==> config.mk <==
export PLATFORM = sky130hd
export DESIGN_NAME = i2c_master_byte_ctrl
export DESIGN_NICKNAME = d
export VERILOG_FILES = /design/src/rtl/i2c_master_byte_ctrl.sv
export SDC_FILE = /design/constraint.sdc
export NUM_CORES = 1
export LEC_CHECK = 0
export CORE_MARGIN = 5
export CORE_UTILIZATION = 50
export DETAILED_ROUTE_END_ITERATION = 6
export DONT_BUFFER_PORTS = 1
export PLACE_DENSITY = 0.74
export SYNTH_ARGS = -nofsm -noshare
export SYNTH_HDL_FRONTEND = slang
export SYNTH_SLANG_ARGS = --single-unit
==> constraint.sdc <==
create_clock -name clk -period 3.04 [get_ports clk]
set_input_delay 0.152 -clock clk [delete_from_list [all_inputs] [get_ports clk]]
set_output_delay 0.152 -clock clk [all_outputs]
set_load 0.02 [all_outputs]
==> src/rtl/i2c_master_byte_ctrl.sv <==
// Byte-level I2C master FSM: serialises address/R-W and data onto open-drain SDA, paced by data_clk.
// Optional build macro I2C_NACK_ABORT_EN: a slave NACK forces STOP on the next data_clk rise.
module i2c_master_byte_ctrl #(
    parameter int ADDR_W = 7,
    parameter int DATA_W = 8
) (
    input  logic              clk,
    input  logic              rst_n,
    input  logic              data_clk_i,
    input  logic              ena_i,
    input  logic [ADDR_W-1:0] addr_i,
    input  logic              rw_i,
    input  logic [DATA_W-1:0] data_wr_i,
    input  logic              sda_in_i,
    output logic              sda_oe_o,
    output logic              scl_not_ena_o,
    output logic              busy_o,
    output logic [DATA_W-1:0] data_rd_o,
    output logic              ack_error_o
);
    // addr_rw shares bit_cnt with data bytes, so ADDR_W+1 is expected to equal DATA_W.
    localparam int               CNT_W    = $clog2(DATA_W);
    localparam logic [CNT_W-1:0] CNT_MAX  = CNT_W'(DATA_W - 1);
    localparam logic [CNT_W-1:0] CNT_ONE  = CNT_W'(1);
    localparam logic [CNT_W-1:0] CNT_ZERO = CNT_W'(0);

    typedef enum logic [3:0] {
        READY    = 4'd0,
        START    = 4'd1,
        COMMAND  = 4'd2,
        SLV_ACK1 = 4'd3,
        WR       = 4'd4,
        RD       = 4'd5,
        SLV_ACK2 = 4'd6,
        MSTR_ACK = 4'd7,
        STOP     = 4'd8
    } state_t;

    state_t              state_q, state_d;
    logic [CNT_W-1:0]    bit_cnt_q, bit_cnt_d;
    logic [ADDR_W:0]     addr_rw_q, addr_rw_d;
    logic [DATA_W-1:0]   data_tx_q, data_tx_d;
    logic [DATA_W-1:0]   rx_shift_q, rx_shift_d;
    logic [DATA_W-1:0]   data_rd_q, data_rd_d;
    logic                sda_int_q, sda_int_d;
    logic                busy_q, busy_d;
    logic                scl_not_ena_q, scl_not_ena_d;
    logic                ack_error_q, ack_error_d;
    logic                sda_oe_q, sda_oe_d;
    logic                data_clk_q;

    logic                rise_s, fall_s, same_cmd_s, abort_s;
    logic [ADDR_W:0]     cmd_s;
    logic [CNT_W-1:0]    bit_dec_s;

    assign rise_s     = data_clk_i & ~data_clk_q;
    assign fall_s     = ~data_clk_i & data_clk_q;
    assign cmd_s      = {addr_i, rw_i};
    assign same_cmd_s = (cmd_s == addr_rw_q);
    assign bit_dec_s  = bit_cnt_q - CNT_ONE;

`ifdef I2C_NACK_ABORT_EN
    // A NACK is only recorded in ack slots and any earlier one would already have aborted.
    assign abort_s = ack_error_q;
`else
    assign abort_s = 1'b0;
`endif

    // Next-state logic: rises advance the bit/byte sequence, falls sample the bus.
    always_comb begin
        state_d       = state_q;
        bit_cnt_d     = bit_cnt_q;
        addr_rw_d     = addr_rw_q;
        data_tx_d     = data_tx_q;
        rx_shift_d    = rx_shift_q;
        data_rd_d     = data_rd_q;
        sda_int_d     = sda_int_q;
        busy_d        = busy_q;
        scl_not_ena_d = scl_not_ena_q;
        ack_error_d   = ack_error_q;
        if (rise_s) begin
            case (state_q)
                READY: begin
                    if (ena_i) begin
                        busy_d    = 1'b1;
                        addr_rw_d = cmd_s;
                        data_tx_d = data_wr_i;
                        state_d   = START;
                    end else begin
                        busy_d    = 1'b0;
                    end
                end
                START: begin
                    busy_d    = 1'b1;
                    sda_int_d = addr_rw_q[bit_cnt_q];
                    state_d   = COMMAND;
                end
                COMMAND: begin
                    if (bit_cnt_q == CNT_ZERO) begin
                        sda_int_d = 1'b1;
                        bit_cnt_d = CNT_MAX;
                        state_d   = SLV_ACK1;
                    end else begin
                        bit_cnt_d = bit_dec_s;
                        sda_int_d = addr_rw_q[bit_dec_s];
                    end
                end
                SLV_ACK1: begin
                    if (abort_s) begin
                        sda_int_d = 1'b1;
                        state_d   = STOP;
                    end else if (addr_rw_q[0] == 1'b0) begin
                        sda_int_d = data_tx_q[bit_cnt_q];
                        state_d   = WR;
                    end else begin
                        sda_int_d = 1'b1;
                        state_d   = RD;
                    end
                end
                WR: begin
                    busy_d = 1'b1;
                    if (bit_cnt_q == CNT_ZERO) begin
                        sda_int_d = 1'b1;
                        bit_cnt_d = CNT_MAX;
                        state_d   = SLV_ACK2;
                    end else begin
                        bit_cnt_d = bit_dec_s;
                        sda_int_d = data_tx_q[bit_dec_s];
                    end
                end
                RD: begin
                    busy_d = 1'b1;
                    if (bit_cnt_q == CNT_ZERO) begin
                        // ACK only when the user is continuing with an identical read command.
                        sda_int_d = ~(ena_i & same_cmd_s);
                        bit_cnt_d = CNT_MAX;
                        data_rd_d = rx_shift_q;
                        state_d   = MSTR_ACK;
                    end else begin
                        bit_cnt_d = bit_dec_s;
                    end
                end
                SLV_ACK2: begin
                    if (abort_s) begin
                        sda_int_d = 1'b1;
                        state_d   = STOP;
                    end else if (ena_i) begin
                        busy_d    = 1'b0;
                        addr_rw_d = cmd_s;
                        data_tx_d = data_wr_i;
                        if (same_cmd_s) begin
                            sda_int_d = data_wr_i[bit_cnt_q];
                            state_d   = WR;
                        end else begin
                            sda_int_d = 1'b1;
                            state_d   = START;
                        end
                    end else begin
                        sda_int_d = 1'b1;
                        state_d   = STOP;
                    end
                end
                MSTR_ACK: begin
                    sda_int_d = 1'b1;
                    if (ena_i) begin
                        busy_d    = 1'b0;
                        addr_rw_d = cmd_s;
                        data_tx_d = data_wr_i;
                        if (same_cmd_s) begin
                            state_d = RD;
                        end else begin
                            state_d = START;
                        end
                    end else begin
                        state_d = STOP;
                    end
                end
                STOP: begin
                    busy_d    = 1'b0;
                    sda_int_d = 1'b1;
                    state_d   = READY;
                end
                default: begin
                    busy_d    = 1'b0;
                    sda_int_d = 1'b1;
                    state_d   = READY;
                end
            endcase
        end else if (fall_s) begin
            case (state_q)
                START: begin
                    scl_not_ena_d = 1'b0;
                    ack_error_d   = 1'b0;
                end
                SLV_ACK1, SLV_ACK2: begin
                    if (sda_in_i) begin
                        ack_error_d = 1'b1;
                    end else begin
                        ack_error_d = ack_error_q;
                    end
                end
                RD: begin
                    rx_shift_d[bit_cnt_q] = sda_in_i;
                end
                STOP: begin
                    scl_not_ena_d = 1'b1;
                end
                default: begin
                    scl_not_ena_d = scl_not_ena_q;
                end
            endcase
        end else begin
            state_d = state_q;
        end
    end

    // SDA is forced low for the whole START and STOP slots; otherwise it follows the serial bit.
    always_comb begin
        if ((state_d == START) || (state_d == STOP)) begin
            sda_oe_d = 1'b1;
        end else begin
            sda_oe_d = ~sda_int_d;
        end
    end

    // State and output registers; reset releases both bus lines immediately.
    always_ff @(posedge clk or negedge rst_n) begin
        if (!rst_n) begin
            state_q       <= READY;
            bit_cnt_q     <= CNT_MAX;
            addr_rw_q     <= '0;
            data_tx_q     <= '0;
            rx_shift_q    <= '0;
            data_rd_q     <= '0;
            sda_int_q     <= 1'b1;
            busy_q        <= 1'b0;
            scl_not_ena_q <= 1'b1;
            ack_error_q   <= 1'b0;
            sda_oe_q      <= 1'b0;
            data_clk_q    <= 1'b0;
        end else begin
            state_q       <= state_d;
            bit_cnt_q     <= bit_cnt_d;
            addr_rw_q     <= addr_rw_d;
            data_tx_q     <= data_tx_d;
            rx_shift_q    <= rx_shift_d;
            data_rd_q     <= data_rd_d;
            sda_int_q     <= sda_int_d;
            busy_q        <= busy_d;
            scl_not_ena_q <= scl_not_ena_d;
            ack_error_q   <= ack_error_d;
            sda_oe_q      <= sda_oe_d;
            data_clk_q    <= data_clk_i;
        end
    end

    assign sda_oe_o      = sda_oe_q;
    assign scl_not_ena_o = scl_not_ena_q;
    assign busy_o        = busy_q;
    assign data_rd_o     = data_rd_q;
    assign ack_error_o   = ack_error_q;

endmodule

==> impl_metrics.py <==
metrics = {
    "status": {
        "outcome": "complete, no violations",
    },
    "worst_hold_path": {
        "holdCritStartpoint": "sda_in_i",
        "hold_path.class": "input pin to register",
        "hold-path-cell-count": 2,
        "min_to": "ack_error_o$_DFFE_PN0P_",
    },
    "yosys": {
        "synth_top_area_share_pct": 37.74,
        "synth_flop_cell": "dfrtp_1",
        "postSynthCellCount": 240,
        "synthTopCellsByArea": "dfrtp_1, mux2_2, mux4_1",
        "ys_warn_count": 0,
        "ys_seq_area_share_pct": 42.69,
        "synth.most_common_cell": "dfrtp_1",
        "netlist_area_sq_um": 2653,
        "avgSynthCellArea_sq_um": 11.05,
        "ys_types": 49,
        "async_flop_share_pct": 100.0,
        "synth_edf_count": 0,
        "yosys_register_bits": 45,
        "synth_area_leader_cell": "dfrtp_1",
        "synthTopCellsByCount": "dfrtp_1, mux2_2, nand2_1",
        "syn_nets": 263,
    },
    "clocking": {
        "clkTransAtPathRegs_ns": 0.09,
        "cts_buffers": 5,
        "h-tree-depth": 2,
        "cts_root_buffer": "clkbuf_8",
        "post_cts_buffers": 0,
        "cts.sinks": 45,
        "tritoncts": "yes",
        "insertion_delay_ns": 0.30,
        "clk_path_buf_depth": 2,
    },
    "placement": {
        "postPlaceCellArea_sq_um": 2664,
        "place.port_buffers": 0,
        "place_hpwl_microns": 3792,
        "gp_congestion": 0.8699,
    },
    "timing": {
        "worstMarginPinSlew_ns": 0.7313,
        "slew_viol_final": 0,
        "min_period_ns": 2.675,
        "period_share_pct": 87.99,
        "totalNegativeSetupSlack_ns": 0,
        "fin_skew_ns": 0.004950,
        "max_freq_mhz": 373.8,
        "slew_headroom_pct": 51.25,
        "final-setup-viol-count": 0,
        "rsz0062_at_grt": "no",
        "whs_ns": 0.03020,
        "hold_viol": 0,
    },
    "die": {
        "dieArea_sq_um": 6862,
        "die_h_microns": 82.84,
        "std_cell_rows": 26,
        "die_w_microns": 82.84,
        "core_area_sq_um": 5140,
        "floorplan.initialDensity_pct": 51.61,
        "ios": 33,
    },
    "critical_path": {
        "critPathMaxFanout": 19,
        "r2r_end": "sda_oe_o$_DFF_PN0_",
        "end_kind": "register",
        "cp.required_ns": 3.24,
        "path_class": "register to register",
        "arrival_ns": 2.88,
        "cp-start-kind": "register",
        "r2r_cells": 8,
        "r2r-start": "bit_cnt_q[0]$_DFFE_PN1P_",
        "r2r_slack_ns": 0.37,
    },
    "routing": {
        "drc": 0,
        "wl_met1_microns": 2639,
        "num_vias": 1921,
        "ant_nets": 0,
        "highest_layer": "met4",
        "dr.pass1.iters": 4,
        "met2WireLength_microns": 2561,
        "wl_met3_microns": 264,
        "vias_per_cell": 5.911,
        "wire_per_inst_microns": 17.02,
        "drt_iter0_drc": 87,
        "drt-total-wl_microns": 5532,
    },
    "power_and_ir_drop": {
        "p_per_area_nw_per_um2": 934.2,
        "total_leakage_power_uw": 0.001243,
        "switching_share_pct": 39.93,
        "p_int_uw": 1683,
        "power_frac_comb_pct": 39.8,
        "switchingPower_uw": 1119,
        "seq_power_share_pct": 47.0,
        "ir_worst_vdd_mv": 0.5490,
        "total_power_uw": 2802,
        "clkPwrFrac_pct": 13.2,
    },
    "run": {
        "maxCapViolations": 0,
    },
    "global_routing": {
        "antenna_found_initial": 0,
        "grt_max_degree": 46,
        "track_usage_pct": 16.36,
        "grt_pass1_vias": 1877,
        "grt_pass1_wl_microns": 9294,
        "grt_remaining_overflow": 0,
    },
    "finish": {
        "nFillCells": 450,
        "drive_gt1_share_pct": 19.61,
        "final_cell_area_sq_um": 2999,
        "area_growth_pct": 13.07,
        "num_antenna_cells": 0,
        "fin_nets": 277,
    },
}
[cell families (layout without fill, tap and decap cells)]
family                     count (synthesis)  after routing  share of synthesized area (%)
and+or+nand+nor                           80             80                          16.70
muxes                                     45             45                          22.41
DFF                                       45             45                          42.69
AOI/OAI and AO/OA                         36             36                          10.05
buffers and inverters                     21             36                          3.585
xor gates and xnor gates                  11             11                          3.632
adders and majority gates                  2              2                         0.9432
[per-stage QoR]
stage / cells / setup slack [ns] / utilization (%)
5_1_grt: 325 / 0.04889 / 58.35
3_5_place_dp: 294 / 0.4226 / 51.83
3_3_place_gp: 294 / 0.5174 / 51.83
4_1_cts: 322 / 0.3948 / 57.77
6_report: 325 / 0.3650 / 58.35
2_1_floorplan: 240 / 0.5417 / -
[power groups by stage]
stage / clock network (uW) / logic [uW] / registers [uW]
after floorplan: 0 / 1130 / 1060
after detailed placement: 0 / 1070 / 1330
after CTS: 383 / 1110 / 1310
after global placement: 0 / 1040 / 1320
after global routing: 411 / 1230 / 1370
final: 370 / 1110 / 1320
[per-layer routing]
metal  GRT usage (%)  up-vias
met2           25.51       39
met5               0        -
met3           4.356        6
met4           4.012        0
met1           22.77      953
li1                -      923
[cell usage in the layout, fill, tap and decap left out, types with 2 or more instances in the layout]
master | synthesis | layout
dfrtp_1 | 40 | 40
mux2_2 | 33 | 33
dlygate4sd3_1 | 0 | 22
nand2_1 | 17 | 17
xnor2_1 | 11 | 11
nand3_1 | 9 | 9
nor2_1 | 9 | 9
o21ai_0 | 8 | 8
nor3_1 | 6 | 6
a21oi_1 | 6 | 6
mux4_1 | 6 | 6
inv_1 | 5 | 5
nor2b_1 | 5 | 5
mux2i_1 | 5 | 5
a31oi_1 | 5 | 5
dfstp_2 | 5 | 5
clkbuf_8 | 0 | 5
nand2b_1 | 4 | 4
or3_1 | 4 | 4
nand4_1 | 4 | 4
and3_1 | 4 | 4
nor3b_1 | 4 | 4
nand3b_1 | 3 | 3
o31ai_1 | 2 | 2
and2_0 | 2 | 2
o32a_1 | 2 | 2
a221oi_1 | 2 | 2
a211oi_1 | 2 | 2
nand4b_1 | 2 | 2
ha_1 | 2 | 2
clkinvlp_4 | 0 | 2
[flip-flops by register name (all words and copies together) (netlist names)]
register	flops
scl_not_ena_o	1
sda_oe_o	1
sda_int_q	1
state_q	4
data_clk_q	1
ack_error_o	1
data_rd_o	8
bit_cnt_q	3
addr_rw_q	8
data_tx_q	8
rx_shift_q	8
busy_o	1
[what timing repair did]
action / in CTS / in global routing
resized for setup: 0 / 0
endpoints found under the hold margin: 67 / 3
hold buffers: 20 / 3
[final cells by class]
| cell class | instances | area [sq um] | area share (%) |
|---|---|---|---|
| well taps | 70 | 87.58 | 2.920 |
| inverters | 5 | 18.77 | 0.6258 |
| clock buffers | 6 | 72.57 | 2.420 |
| multi-input cells | 174 | 1425 | 47.52 |
| repair buffers | 23 | 247.7 | 8.260 |
| flip-flops and latches | 45 | 1132 | 37.76 |
| clock inverters | 2 | 15.01 | 0.5006 |
[worst max path at each step]
stage | from | endpoint | depth (start not counted)
after global placement | bit_cnt_q[0]$_DFFE_PN1P_ | sda_oe_o$_DFF_PN0_ | 8
after CTS | bit_cnt_q[0]$_DFFE_PN1P_ | sda_oe_o$_DFF_PN0_ | 8
after detailed placement | bit_cnt_q[0]$_DFFE_PN1P_ | sda_oe_o$_DFF_PN0_ | 8
after floorplan | bit_cnt_q[0]$_DFFE_PN1P_ | sda_int_q$_DFF_PN1_ | 10
after global routing | bit_cnt_q[0]$_DFFE_PN1P_ | sda_oe_o$_DFF_PN0_ | 8
final | bit_cnt_q[0]$_DFFE_PN1P_ | sda_oe_o$_DFF_PN0_ | 8
[critical path, cell delays in order (launching register included)]
cell     delay (ns)
dfstp_2        0.78
inv_1          0.18
ha_1           0.27
nor2b_1        0.20
mux2i_1        0.18
o32a_1         0.16
nor4b_1        0.41
nor4_1         0.12
o32ai_1        0.28
Note: power is estimated with default switching activity, not from simulation.
